==> src/rtl/router_pkg.sv <==
// router_pkg: shared constants, FSM state encoding and small helpers for the
// 1x3 byte-stream packet router.
//   state_t           : FSM state codes 0..7 (DA, LFD, LD, FFS, LAF, LP, CPE, WTE)
//   FIFO_DEPTH        : entries per output FIFO
//   SOFT_RESET_CYCLES : stalled-consumer cycles before an output FIFO is flushed
//   ADDR_INVALID      : header address value that is never routed
package router_pkg;

  typedef enum logic [2:0] {
    DA  = 3'd0,
    LFD = 3'd1,
    LD  = 3'd2,
    FFS = 3'd3,
    LAF = 3'd4,
    LP  = 3'd5,
    CPE = 3'd6,
    WTE = 3'd7
  } state_t;

  localparam int         NUM_PORTS         = 3;
  localparam int         FIFO_DEPTH        = 16;
  localparam int         PTR_W             = 4;
  localparam int         CNT_W             = 5;
  localparam int         SOFT_RESET_CYCLES = 30;
  localparam int         WD_W              = 5;
  localparam logic [1:0] ADDR_INVALID      = 2'b11;

  // The host may only present a new byte while the FSM can take one.
  function automatic logic busy_of(input state_t s);
    return !((s == DA) || (s == LD));
  endfunction

  // Select one per-port status bit by a 2-bit address; address 3 reads as 0.
  function automatic logic pick(input logic [NUM_PORTS-1:0] v, input logic [1:0] a);
    case (a)
      2'd0:    return v[0];
      2'd1:    return v[1];
      2'd2:    return v[2];
      default: return 1'b0;
    endcase
  endfunction

endpackage

==> src/rtl/router_fifo.sv <==
// router_fifo: 16x8 synchronous FIFO with a registered read port.
//   clock, resetn : clock and asynchronous active-low reset
//   write, din    : push request and data (ignored while full)
//   read          : pop request (ignored while empty); dout updates on a pop
//   soft_reset    : synchronous flush of all entries; wins over write/read
//   full, empty   : occupancy flags derived from a 5-bit entry count
//   dout          : last popped byte, held between pops
module router_fifo
  import router_pkg::*;
(
  input  logic       clock,
  input  logic       resetn,
  input  logic       write,
  input  logic       read,
  input  logic       soft_reset,
  input  logic [7:0] din,
  output logic       full,
  output logic       empty,
  output logic [7:0] dout
);

  logic [7:0]       mem [FIFO_DEPTH];
  logic [PTR_W-1:0] wr_ptr;
  logic [PTR_W-1:0] rd_ptr;
  logic [CNT_W-1:0] count;
  logic             do_wr;
  logic             do_rd;

  assign full  = (count == CNT_W'(FIFO_DEPTH));
  assign empty = (count == '0);
  // Flags are from the start of the cycle, so a same-cycle pop never lets a
  // push into a full FIFO through.
  assign do_wr = write && !full;
  assign do_rd = read && !empty;

  always_ff @(posedge clock or negedge resetn) begin
    if (!resetn) begin
      wr_ptr <= '0;
      rd_ptr <= '0;
      count  <= '0;
      dout   <= '0;
    end else if (soft_reset) begin
      wr_ptr <= '0;
      rd_ptr <= '0;
      count  <= '0;
    end else begin
      if (do_wr) wr_ptr <= wr_ptr + 1'b1;
      if (do_rd) begin
        rd_ptr <= rd_ptr + 1'b1;
        dout   <= mem[rd_ptr];
      end
      case ({do_wr, do_rd})
        2'b10:   count <= count + 1'b1;
        2'b01:   count <= count - 1'b1;
        default: count <= count;
      endcase
    end
  end

  // Storage needs no reset: the count alone decides what is readable.
  always_ff @(posedge clock) begin
    if (do_wr && !soft_reset) mem[wr_ptr] <= din;
  end

endmodule

==> src/rtl/router_top.sv <==
// router_top: 1x3 packet router. A length-prefixed packet (header, payload,
// parity byte) arriving on data_in is steered to one of three output FIFOs
// selected by header bits [1:0]. A per-output watchdog flushes a FIFO whose
// consumer has stalled.
//   clock, resetn            : clock and asynchronous active-low reset
//   pkt_valid, data_in       : host byte stream (pkt_valid low on parity byte)
//   busy                     : host must hold its byte while high
//   err                      : parity mismatch on the most recent packet
//   read_enb_k               : pop request for output k
//   vld_out_k, data_out_k    : output k non-empty flag and last popped byte
module router_top
  import router_pkg::*;
(
  input  logic       clock,
  input  logic       resetn,
  input  logic       pkt_valid,
  input  logic       read_enb_0,
  input  logic       read_enb_1,
  input  logic       read_enb_2,
  input  logic [7:0] data_in,
  output logic       busy,
  output logic       err,
  output logic       vld_out_0,
  output logic       vld_out_1,
  output logic       vld_out_2,
  output logic [7:0] data_out_0,
  output logic [7:0] data_out_1,
  output logic [7:0] data_out_2
);

  state_t                 state;
  logic [1:0]             addr;
  logic [7:0]             hold;
  logic                   hold_is_parity;
  logic [7:0]             parity;
  logic [7:0]             rx_parity;

  logic [NUM_PORTS-1:0]   full;
  logic [NUM_PORTS-1:0]   empty;
  logic [NUM_PORTS-1:0]   wr;
  logic [NUM_PORTS-1:0]   rd;
  logic [NUM_PORTS-1:0]   soft_rst;
  logic [7:0]             dout [NUM_PORTS];

  logic                   wr_any;
  logic [7:0]             wdata;
  logic                   dest_full;
  logic                   dest_empty;
  logic                   dest_flush;
  logic                   hdr_empty;

  assign rd         = {read_enb_2, read_enb_1, read_enb_0};
  assign dest_full  = pick(full, addr);
  assign dest_empty = pick(empty, addr);
  assign dest_flush = pick(soft_rst, addr);
  assign hdr_empty  = pick(empty, data_in[1:0]);

  assign busy       = busy_of(state);
  assign vld_out_0  = !empty[0];
  assign vld_out_1  = !empty[1];
  assign vld_out_2  = !empty[2];
  assign data_out_0 = dout[0];
  assign data_out_1 = dout[1];
  assign data_out_2 = dout[2];

  // Exactly one FIFO write source per state: the held header (LFD), the live
  // byte (LD, room available) or the byte parked while the FIFO was full (LAF).
  always_comb begin
    wr_any = 1'b0;
    wdata  = hold;
    case (state)
      LFD:     wr_any = 1'b1;
      LD: begin
        if (!dest_full) begin
          wr_any = 1'b1;
          wdata  = data_in;
        end
      end
      LAF:     wr_any = 1'b1;
      default: wr_any = 1'b0;
    endcase
  end

  assign wr = wr_any ? (3'b001 << addr) : 3'b000;

  always_ff @(posedge clock or negedge resetn) begin
    if (!resetn) begin
      state          <= DA;
      addr           <= '0;
      hold           <= '0;
      hold_is_parity <= 1'b0;
      parity         <= '0;
      rx_parity      <= '0;
      err            <= 1'b0;
    end else if ((state != DA) && dest_flush) begin
      // The destination was flushed by its watchdog: drop the packet.
      state <= DA;
    end else begin
      case (state)
        DA: begin
          if (pkt_valid && (data_in[1:0] != ADDR_INVALID)) begin
            addr   <= data_in[1:0];
            hold   <= data_in;
            parity <= '0;
            state  <= hdr_empty ? LFD : WTE;
          end
        end
        WTE: begin
          if (dest_empty) state <= LFD;
        end
        LFD: begin
          parity <= parity ^ hold;
          err    <= 1'b0;
          state  <= LD;
        end
        LD: begin
          if (dest_full) begin
            hold           <= data_in;
            hold_is_parity <= !pkt_valid;
            state          <= FFS;
          end else if (pkt_valid) begin
            parity <= parity ^ data_in;
          end else begin
            rx_parity <= data_in;
            state     <= LP;
          end
        end
        FFS: begin
          if (!dest_full) state <= LAF;
        end
        LAF: begin
          if (hold_is_parity) begin
            rx_parity <= hold;
            state     <= LP;
          end else begin
            parity <= parity ^ hold;
            state  <= LD;
          end
        end
        LP: begin
          err   <= (parity != rx_parity);
          state <= CPE;
        end
        CPE:     state <= DA;
        default: state <= DA;
      endcase
    end
  end

  for (genvar k = 0; k < NUM_PORTS; k++) begin : g_port
    logic [WD_W-1:0] wd_cnt;
    logic            stall;

    assign stall       = !empty[k] && !rd[k];
    assign soft_rst[k] = stall && (wd_cnt == WD_W'(SOFT_RESET_CYCLES - 1));

    always_ff @(posedge clock or negedge resetn) begin
      if (!resetn) begin
        wd_cnt <= '0;
      end else if (!stall || soft_rst[k]) begin
        wd_cnt <= '0;
      end else begin
        wd_cnt <= wd_cnt + 1'b1;
      end
    end

    router_fifo u_fifo (
      .clock      (clock),
      .resetn     (resetn),
      .write      (wr[k]),
      .read       (rd[k]),
      .soft_reset (soft_rst[k]),
      .din        (wdata),
      .full       (full[k]),
      .empty      (empty[k]),
      .dout       (dout[k])
    );
  end

endmodule

==> config.mk <==
export PLATFORM = sky130hd
export DESIGN_NAME = router_top
export DESIGN_NICKNAME = d
export VERILOG_FILES = /design/src/rtl/router_pkg.sv /design/src/rtl/router_fifo.sv /design/src/rtl/router_top.sv
export SDC_FILE = /design/constraint.sdc
export NUM_CORES = 1
export LEC_CHECK = 0
export ABC_AREA = 1
export BUFFER_PORTS_ARGS = -buffer_cell sky130_fd_sc_hd__buf_4
export CORE_AREA = 2 2 209 211
export CTS_CLUSTER_SIZE = 25
export DETAILED_ROUTE_END_ITERATION = 6
export DIE_AREA = 0 0 211 213
export HOLD_SLACK_MARGIN = 0.12
export PLACE_DENSITY = 0.65
export SETUP_SLACK_MARGIN = 0.3
export SLEW_MARGIN = 30
export SYNTH_ARGS = -nofsm -noshare
export SYNTH_HDL_FRONTEND = slang
export SYNTH_SLANG_ARGS = --single-unit
==> constraint.sdc <==
create_clock -name clock -period 8.6 [get_ports clock]
set_clock_uncertainty 0.05 [all_clocks]
set_input_delay 0.43 -clock clock [delete_from_list [all_inputs] [get_ports clock]]
set_output_delay 0.43 -clock clock [all_outputs]
set_load 0.02 [all_outputs]
==> impl_results.md <==
- Synth Instances: between 1500 and 2000
- Period utilization: 40.2%
- Hold Crit Class: primary input to flop
- GRT Residual Overflow: 0
- Site Rows: 76
- Post-route ant nets: 0
- Syn Nets: approximately 1900
- Die H: about 210 µm
- Largest net degree at the start of global routing: 70
- Max clock buf depth: 3
- Synth Area per Inst: roughly 12 µm²
- Final std cell area, no fill: approximately 24000 µm²
- Die Width: approximately 210 µm
- Total CTS buffers: 52
- Yosys Warn Count: 0
- Synth cell types: 46
- Vias: between 10000 and 15000
- Register bit total from synthesis: a little under 500
- Vias per std cell: between 5 and 6
- Worst-path fanout max: 19
- CORE AREA: approximately 43000 µm²
- Crit. Startpoint: state[2]$_DFFE_PN0P_
- Status: finished, final reports clean
- Htree depth: 2
- Final-report setup violation count: 0
- RSZ-0062 raised after global routing: no
- Post-CTS Hold Fix Bufs: 11
- Crit Reg-Reg Startpoint: state[2]$_DFFE_PN0P_
- 1st-iter DRT viols: 1218
- First-pass GRT wire length: ~77 mm
- Crit start category: flop
- Die footprint: ~45000 µm²
- Critical Path End Type: flop
- GRT Total Usage: 22.2%
- MaxCap Viol Count: 0
- Asr flop ratio synth: approximately 22%
- WL final: slightly below 50 mm
- Vias in the first global route: around 14000
- Clock Sinks: just under 500
- N_diodes: 0
- Leakage: 8.66 nW
- Fmax: between 200 and 300 MHz
- Worst Path Required: 9040 ps
- Number of enable flip-flop cells after synthesis: 384
- Placed cell area: between 20000 and 25000 µm²
- Initial antenna violation count: 0
- Initial Utilization: 49.6%
- Sequential share of the synthesized area: just under 70%
- Worst Slack Setup Final: 5140 ps
- Fin. Hold Viols: 0
- Clock-pin slew reported for the worst setup and hold paths after clock tree synthesis: about 60 ps
- Cell Pwr Density: 382 nW/µm²
- Fraction of layout cells with a size suffix above 1: between 10% and 20%
- Post-CTS sizing: 0
- DRC viols: 0
- Critical path class: flop to flop
- Drt wl/cell: between 15 and 20 µm
- Synth Flop Type: edfxtp_1
- Postcts setup bufs: 0
- Cell chosen for the clock root: clkbuf_16
- Worst skew pair latency: between 600 and 700 ps
- TritonRoute pass-1 iters: 5
- CTS tree: built
- Peak VDD IR: roughly 0.31 mV
- Setup TNS: 0 ps
- Port-buffer cells: 42
- Pins Over Slew Limit: 0
- Min-delay src: read_enb_0
- Final worst path period need: approximately 3500 ps
- Syn Std Cell Area: about 21000 µm²
- Total I/O pin count: 43
- Final nets: 1911
- Area growth syn-to-layout: 12.7%
- Worst slack, placed: about 5200 ps
- CP Data Arrival Time: 3900 ps
- Gpl congestion: 0.886
- HPWL Detailed: 29.4 mm
- Total power: 0.00912 W
- Max-slew headroom: 35.1%
- Worst slew pin tran: between 900 and 1000 ps
==> worst max-delay path: stages, from the launching register on <==
cell and delay, ps:
dfrtp_1 520, nor2_4 220, inv_2 70, nor2_4 160
nand4_4 410, nand2_2 330, nand3_1 200, ha_1 330
xor2_1 190, ha_1 200, a21o_1 170, a21boi_0 180
o21bai_1 100, xor2_1 140, o22ai_1 80
==> cell usage in the layout (no fill, tap or decap), drive strengths merged, types with 25 or more instances in the layout <==
master	count
dfrtp	109
a31oi	25
nand3	73
ha	32
o21ai	266
inv	88
edfxtp	384
o221ai	26
o211ai	70
xor2	36
nor2	361
buf	60
clkbuf	70
o22ai	28
nand2	156
==> stage by stage <==
step	hold slack, ps	util (%)	cells
2_1_floorplan	84.4	-	1826
3_3_place_gp	429	51.6	2346
3_5_place_dp	437	51.6	2346
4_1_cts	177	55.9	2454
5_1_grt	208	55.9	2454
6_report	203	55.9	2454
==> sequential cells by signal (all words and copies together) (netlist names), 8 cells and up <==
name                  flops
g_port.u_fifo.count      15
g_port.u_fifo.dout       24
g_port.u_fifo.mem       384
g_port.u_fifo.rd_ptr     12
g_port.u_fifo.wr_ptr     12
g_port.wd_cnt            15
hold                      8
parity                    8
rx_parity                 8
==> cell type report <==
| cell class | count | area (µm²) |
|---|---|---|
| clock inverter | 27 | 293 |
| tap | 546 | 683 |
| timing repair buffer | 71 | 564 |
| inverter | 90 | 339 |
| fill | 3534 | 18800 |
| sequential | 493 | 14300 |
| clock buffer | 70 | 1410 |
| multi-input combinational | 1157 | 6310 |
==> final timing paths <==
path	end	cells past startpoint	slack, ps
worst max-delay path	g_port[0].u_fifo.count[4]$_DFFE_PN0P_	14	5140
worst min-delay path	g_port[0].u_fifo.rd_ptr[1]$_DFFE_PN0P_	3	200
worst max register to register	g_port[0].u_fifo.count[4]$_DFFE_PN0P_	14	5140
worst min register to register	g_port[0].wd_cnt[0]$_DFF_PN0_	1	450
max in group asynchronous	g_port[0].u_fifo.rd_ptr[2]$_DFFE_PN0P_	3	7060
min in group asynchronous	parity[4]$_DFFE_PN0P_	2	360
==> synthesized netlist by cell type (2+ instances only) <==
library cell | count | area, µm²
o21ai_0 | 263 | 1320
buf_2 | 6 | 30.0
edfxtp_1 | 384 | 11500
nand4_1 | 11 | 68.8
o21ai_1 | 2 | 10.0
inv_1 | 77 | 289
clkinv_1 | 3 | 11.3
xor2_1 | 36 | 315
nand3b_1 | 12 | 90.1
buf_1 | 5 | 18.8
nand2_1 | 149 | 559
xnor2_1 | 11 | 96.3
nor3_1 | 5 | 25.0
nand2_4 | 2 | 22.5
clkbuf_1 | 72 | 270
dfrtp_1 | 109 | 2730
nor2_1 | 350 | 1310
a211oi_1 | 2 | 15.0
buf_6 | 2 | 22.5
a31oi_1 | 25 | 156
o211ai_1 | 70 | 526
mux2_2 | 8 | 90.1
ha_1 | 32 | 400
inv_2 | 9 | 33.8
nand3_4 | 2 | 35.0
nand2_2 | 5 | 31.3
o21bai_1 | 2 | 15.0
or2_2 | 3 | 18.8
nand3_1 | 66 | 330
nor3_2 | 5 | 50.1
o221ai_1 | 26 | 228
a21boi_0 | 2 | 15.0
a21oi_1 | 16 | 80.1
nor2_2 | 5 | 31.3
a21o_1 | 3 | 22.5
nand3_2 | 5 | 50.1
o22ai_1 | 28 | 175
nor2_4 | 5 | 56.3
==> cells by family (layout without fill, tap and decap cells) <==
kind of cell / Yosys count / after routing / synth area share, %
fa+ha+maj: 32 / 32 / 1.89
buf+inv: 176 / 258 / 3.25
simple gates: 628 / 628 / 12.9
xor+xnor: 47 / 47 / 1.94
compound gates: 442 / 442 / 12.2
flops: 493 / 493 / 67.4
mux: 8 / 8 / 0.426
==> per-layer routing <==
| metal | vias up | GRT usage, % | part of all wire (%) |
|---|---|---|---|
| li1 | 6628 | - | - |
| met5 | - | 0 | 0 |
| met4 | 0 | 5.90 | 2.0 |
| met3 | 75 | 3.91 | 5.8 |
| met1 | 6935 | 31.4 | 45 |
| met2 | 394 | 35.7 | 47 |
==> power by group <==
| part | total, W | internal (W) | switching, W |
|---|---|---|---|
| combinational | 0.00332 | 0.000970 | 0.00235 |
| sequential | 0.00357 | 0.00329 | 0.000282 |
| clock | 0.00223 | 0.00131 | 0.000928 |
Power figures use the tool's default switching activity.
